[config.mk]
export PLATFORM = sky130hd
export DESIGN_NAME = mdu_hazard_ctrl
export DESIGN_NICKNAME = d
export VERILOG_FILES = /design/src/rtl/mdu_hazard_ctrl.sv
export SDC_FILE = /design/constraint.sdc
export NUM_CORES = 1
export LEC_CHECK = 0
export CAP_MARGIN = 40
export CELL_PAD_IN_SITES_DETAIL_PLACEMENT = 0
export CELL_PAD_IN_SITES_GLOBAL_PLACEMENT = 1
export CORE_MARGIN = 2
export CORE_UTILIZATION = 30
export DETAILED_ROUTE_END_ITERATION = 6
export GPL_ROUTABILITY_DRIVEN = 0
export PLACE_DENSITY = 0.92
export SYNTH_ARGS = -nofsm -noshare
export SYNTH_HDL_FRONTEND = slang
export SYNTH_SLANG_ARGS = --single-unit
export TNS_END_PERCENT = 5
[constraint.sdc]
create_clock -name clk_i -period 3.2 [get_ports clk_i]
set_input_delay 0.32 -clock clk_i [delete_from_list [all_inputs] [get_ports clk_i]]
set_output_delay 0.32 -clock clk_i [all_outputs]
set_load 0.01 [all_outputs]
[src/rtl/mdu_hazard_ctrl.sv]
// mdu_hazard_ctrl: multiply/divide issue, latency tracking, RAW/WAW/structural stall and write-port arbitration.
// Optional MDU_STATS_EN adds a saturating stall-cycle counter on Stall_Cnt_o.
module mdu_hazard_ctrl #(
   parameter int MUL_LAT = 3,
   parameter int DIV_LAT = 32,
   parameter int CNT_W   = 6
) (
   input  logic        clk_i,
   input  logic        rst_i,
   input  logic        IDEX_MDUValid_i,
   input  logic        IDEX_MDUOp_i,
   input  logic [4:0]  IDEX_RD_i,
   input  logic        IFID_MDUValid_i,
   input  logic [4:0]  IFID_RS_i,
   input  logic [4:0]  IFID_RT_i,
   input  logic [4:0]  IFID_RD_i,
   input  logic        IFID_RegWrite_i,
   input  logic        MEMWB_RegWrite_i,
   output logic        MDU_Start_o,
   output logic        MDU_Op_o,
   output logic        Stall_o,
   output logic        MDU_WE_o,
   output logic [4:0]  MDU_RD_o,
   output logic        WBSel_o,
   output logic        MDU_Busy_o,
   output logic [31:0] Stall_Cnt_o
);
   typedef enum logic [1:0] {IDLE, BUSY, WAIT_WB} state_t;
   localparam logic [CNT_W-1:0] MUL_CNT = CNT_W'(MUL_LAT - 1);
   localparam logic [CNT_W-1:0] DIV_CNT = CNT_W'(DIV_LAT - 1);
   state_t           state, state_nxt;
   logic [CNT_W-1:0] count, count_nxt;
   logic [4:0]       pend_rd, pend;
   logic             busy, wr;
   always_ff @(posedge clk_i or posedge rst_i) begin
      if (rst_i) begin
         state    <= IDLE;
         count    <= '0;
         pend_rd  <= '0;
         MDU_Op_o <= 1'b0;
      end else begin
         state <= state_nxt;
         count <= count_nxt;
         if (MDU_Start_o) begin
            pend_rd  <= IDEX_RD_i;
            MDU_Op_o <= IDEX_MDUOp_i;
         end
      end
   end
   // The pipeline always owns the write port; the MDU retries each cycle from WAIT_WB.
   always_comb begin
      state_nxt = state;
      count_nxt = count;
      wr        = 1'b0;
      case (state)
         IDLE: if (IDEX_MDUValid_i) begin
            state_nxt = BUSY;
            count_nxt = IDEX_MDUOp_i ? DIV_CNT : MUL_CNT;
         end
         BUSY: if (count != '0) count_nxt = count - CNT_W'(1);
         else if (!MEMWB_RegWrite_i) begin
            wr        = 1'b1;
            state_nxt = IDLE;
         end else state_nxt = WAIT_WB;
         WAIT_WB: if (!MEMWB_RegWrite_i) begin
            wr        = 1'b1;
            state_nxt = IDLE;
         end
         default: state_nxt = IDLE;
      endcase
   end
   assign busy        = state != IDLE;
   assign MDU_Busy_o  = busy;
   assign MDU_Start_o = !busy && IDEX_MDUValid_i;
   assign MDU_WE_o    = wr && pend_rd != 5'd0;
   assign WBSel_o     = MDU_WE_o;
   assign MDU_RD_o    = busy ? pend_rd : 5'd0;
   assign pend        = busy ? pend_rd : (IDEX_MDUValid_i ? IDEX_RD_i : 5'd0);
   assign Stall_o     = (IFID_MDUValid_i && (busy || IDEX_MDUValid_i)) ||
                        (pend != 5'd0 && (IFID_RS_i == pend || IFID_RT_i == pend ||
                                          (IFID_RegWrite_i && IFID_RD_i == pend)));
`ifdef MDU_STATS_EN
   logic [31:0] stall_cnt;
   always_ff @(posedge clk_i or posedge rst_i) begin
      if (rst_i) stall_cnt <= '0;
      else if (Stall_o && stall_cnt != 32'hFFFF_FFFF) stall_cnt <= stall_cnt + 32'd1;
   end
   assign Stall_Cnt_o = stall_cnt;
`else
   assign Stall_Cnt_o = 32'd0;
`endif
endmodule

==> metrics.log <==
[metrics] global-route congestion overflow total: 0
[metrics] Avg Vias per Cell: 4.59
[metrics] floorplan die area: 5190 um2
[metrics] width of the chip: 72.1 um
[metrics] total inserted antenna cells: 0
[metrics] startpoint type of the worst setup path: flip-flop
[metrics] syn_area_per_cell: 8.04 um2
[metrics] quantity of hold-fixing buffers added after cts: 0
[metrics] TritonCTS clock tree: yes
[metrics] Total Neg Setup Slack: 0 ns
[metrics] number of clock sinks: 14
[metrics] portion of total power attributed to sequential cells: 0.261
[metrics] count of state elements after synthesis: 14
[metrics] half-perimeter wire length of the detailed placement result: 2340 um
[metrics] cells after synthesis: 173
[metrics] critical path cell sequence: inv_1, ha_4, and2b_1, or2_2, xnor2_1, a41oi_1, a31oi_1, clkdlybuf4s50_1
[metrics] type of the worst setup path: reg2out
[metrics] Async SR Flop Fraction: 1.00
[metrics] layout cells sized above 1: 0.0483
[metrics] run status: completed
[metrics] initial antenna violation count: 0
[metrics] fin crit share: 0.912
[metrics] Initial Utilization: 0.315
[metrics] proportion of netlist area held by the largest area contributor: 0.252
[metrics] master cell of the clock root buffer: sky130_fd_sc_hd__clkbuf_8
[metrics] Post-Synthesis Cell Area: 1390 um2
[metrics] detailed-route wire length: 2910 um
[metrics] cell type of the slowest stage on the worst timing path: sky130_fd_sc_hd__clkdlybuf4s50_1
[metrics] origin of the worst setup path: state[1]
[metrics] relative contribution of combinational cells to total power: 0.626
[metrics] path category of the worst min-delay check: in2async
[metrics] maximum resistive drop on vdd: 374 uV
[metrics] Synth Flop Type: sky130_fd_sc_hd__dfrtp_1
[metrics] max capacitance violation total: 0
[metrics] normalized max-slew margin: 0.649
[metrics] number of core rows: 24
[metrics] number of buffers on the longest clock path: 2
[metrics] standard cell core area: 4410 um2
[metrics] number of DRC markers after the initial detailed-route iteration: 41
[metrics] number of nets with antenna violations after detailed routing: 0
[metrics] start of the worst register-to-register path: state[1]
[metrics] endpoints failing hold: 0
[metrics] I/O pin cnt: 70
[metrics] Least-Margin Pin Slew: 0.519 ns
[metrics] setup slack of the most critical reg-to-reg path: 1.16 ns
[metrics] design internal power: 0.713 mW
[metrics] Warnings, synthesis: 0
[metrics] post-layout minimum cycle time: 2.92 ns
[metrics] CP required: 2.88 ns
[metrics] setup repair after global routing missed its margin: false
[metrics] CTS H-Tree Depth: 1
[metrics] top fanout value on the critical path: 17
[metrics] number of distinct library cells after synthesis: 39
[metrics] switching component of the power: 0.512 mW
[metrics] most area-hungry cell type in the Yosys netlist: sky130_fd_sc_hd__dfrtp_1
[metrics] Worst Reg2Reg Path Length in Cells: 8
[metrics] Crit path buffers/inverters: 2
[metrics] Leakage Power: 0.803 nW
[metrics] quantity of I/O buffers inserted on ports: 37
[metrics] leading cell type in the layout, fill and taps excluded: sky130_fd_sc_hd__clkdlybuf4s50_1
[metrics] number of remaining DRC errors: 0
[metrics] worst path arrival time: 2.60 ns
[metrics] first-pass iteration count of the detailed router: 4
[metrics] routed vias: 1189
[metrics] number of buffers created by CTS: 3
[metrics] switching power share of the total: 0.418
[metrics] CTS clock-pin slew for the worst setup and hold paths: 0.06 ns
[metrics] Clk Latency, worst-skew pair: 0.24 ns
[metrics] sequential element share of the synthesized area: 0.252
[metrics] Max Clock Skew: 0.00329 ns
[metrics] EDFF count, synth: 0
[metrics] final max-slew violation count: 0
[metrics] power per cell area: 708 nW/um2
[metrics] power share of the clock group: 0.113
[metrics] number of global-route vias before repair: 1083
[metrics] wire length per cell: 11.2 um
[metrics] Crit path largest cell delay: 0.55 ns
[metrics] GRT Total Usage: 0.115
[metrics] number of setup violations in the final report: 0
[metrics] wire length of the first global-routing pass: 4890 um
[metrics] R2R Path End: count[5]
[metrics] DIE HEIGHT: 72.1 um
[metrics] number of nets in the finished design: 242
[metrics] Worst path top cell family by delay: buffers and inverters
[metrics] area growth from synthesis to final layout: 24.5%
[metrics] maximum number of pins on one net before global-route repair: 18
[metrics] cell types occupying the most area after synthesis: sky130_fd_sc_hd__dfrtp_1, sky130_fd_sc_hd__buf_4, sky130_fd_sc_hd__xnor2_1
[metrics] achievable clock frequency: 343 MHz
[metrics] critical path endpoint category: output port
[metrics] Worst Hold Margin: 0.408 ns
[metrics] most frequent cells in the layout: sky130_fd_sc_hd__clkdlybuf4s50_1, sky130_fd_sc_hd__conb_1, sky130_fd_sc_hd__nand2_1, sky130_fd_sc_hd__dfrtp_1, sky130_fd_sc_hd__a21oi_1
kinds of logic after synthesis:
group | after synthesis | share of synthesized area
DFF | 14 | 0.252
xor gates and xnor gates | 9 | 0.0567
buffers and inverters | 49 | 0.230
muxes | 3 | 0.0234
other | 1 | 0.00270
and+or+nand+nor | 62 | 0.250
AOI/OAI and AO/OA | 29 | 0.131
adders and majority gates | 6 | 0.0540
how the worst max path moves through the flow:
stage / to / cells after the start
after floorplan: WBSel_o / 7
after global placement: Stall_o / 8
after detailed placement: Stall_o / 8
after CTS: Stall_o / 8
after global routing: Stall_o / 8
final: Stall_o / 8
per-layer routing:
| metal | wire, um | track usage |
|---|---|---|
| met5 | 0 | 0 |
| met4 | 30 | 0.0356 |
| met3 | 196 | 0.0139 |
| met2 | 1370 | 0.186 |
| met1 | 1310 | 0.160 |
synthesized netlist by cell type (3+ instances only):
| cell | instances |
|---|---|
| sky130_fd_sc_hd__nand3_1 | 5 |
| sky130_fd_sc_hd__o21ai_0 | 5 |
| sky130_fd_sc_hd__or3_1 | 3 |
| sky130_fd_sc_hd__nand2b_1 | 6 |
| sky130_fd_sc_hd__ha_1 | 6 |
| sky130_fd_sc_hd__and3_1 | 7 |
| sky130_fd_sc_hd__buf_2 | 3 |
| sky130_fd_sc_hd__nand2_1 | 15 |
| sky130_fd_sc_hd__a21oi_1 | 12 |
| sky130_fd_sc_hd__nor2_1 | 10 |
| sky130_fd_sc_hd__o22a_1 | 3 |
| sky130_fd_sc_hd__inv_1 | 11 |
| sky130_fd_sc_hd__xnor2_1 | 9 |
| sky130_fd_sc_hd__buf_4 | 33 |
| sky130_fd_sc_hd__dfrtp_1 | 14 |
cell type report:
| class | count | area [um2] |
|---|---|---|
| repair buffers | 38 | 378 |
| inverters | 11 | 41.3 |
| multi-input cells | 141 | 855 |
| flip-flops and latches | 14 | 350 |
| fillers | 447 | 2680 |
| clock buffers | 3 | 41.3 |
| well taps | 52 | 65.1 |
what timing repair did:
action | 4_1_cts | 5_1_grt
setup endpoints to repair | 1 | 1
setup buffers | 0 | 0
cloned | 0 | 0
gates resized for setup | 1 | 2
power groups by stage:
stage	clock network, mW	logic, mW	registers [mW]
finish	0.139	0.767	0.319
global route	0.153	0.871	0.335
CTS	0.142	0.755	0.321
global placement	0	0.739	0.321
detailed placement	0	0.747	0.324
floorplan	0	0.560	0.312
registers in the layout (all words and copies together), names as in the netlist:
register	count
MDU_Op_o	1
count	6
pend_rd	5
state	2
per-stage QoR:
step / instance area, um2 / utilization / std cells / total power, mW / worst slack, ns
after floorplan: 1510 / - / 204 / 0.872 / 1.03
after global placement: 1670 / 0.379 / 256 / 1.06 / 0.251
after detailed placement: 1670 / 0.379 / 256 / 1.07 / 0.187
after CTS: 1720 / 0.389 / 259 / 1.22 / 0.120
after global routing: 1730 / 0.392 / 259 / 1.36 / 0.0448
final: 1730 / 0.392 / 259 / 1.23 / 0.282
worst reg2reg max path: stages, from the launching register on:
cell and delay [ns]:
sky130_fd_sc_hd__dfrtp_1 0.39, sky130_fd_sc_hd__inv_1 0.15, sky130_fd_sc_hd__ha_1 0.21, sky130_fd_sc_hd__buf_4 0.21
sky130_fd_sc_hd__mux2i_1 0.11, sky130_fd_sc_hd__a41o_1 0.38, sky130_fd_sc_hd__nor4_4 0.27, sky130_fd_sc_hd__xnor2_1 0.14
sky130_fd_sc_hd__nor2_1 0.06
(Power assumes the default switching activity.)
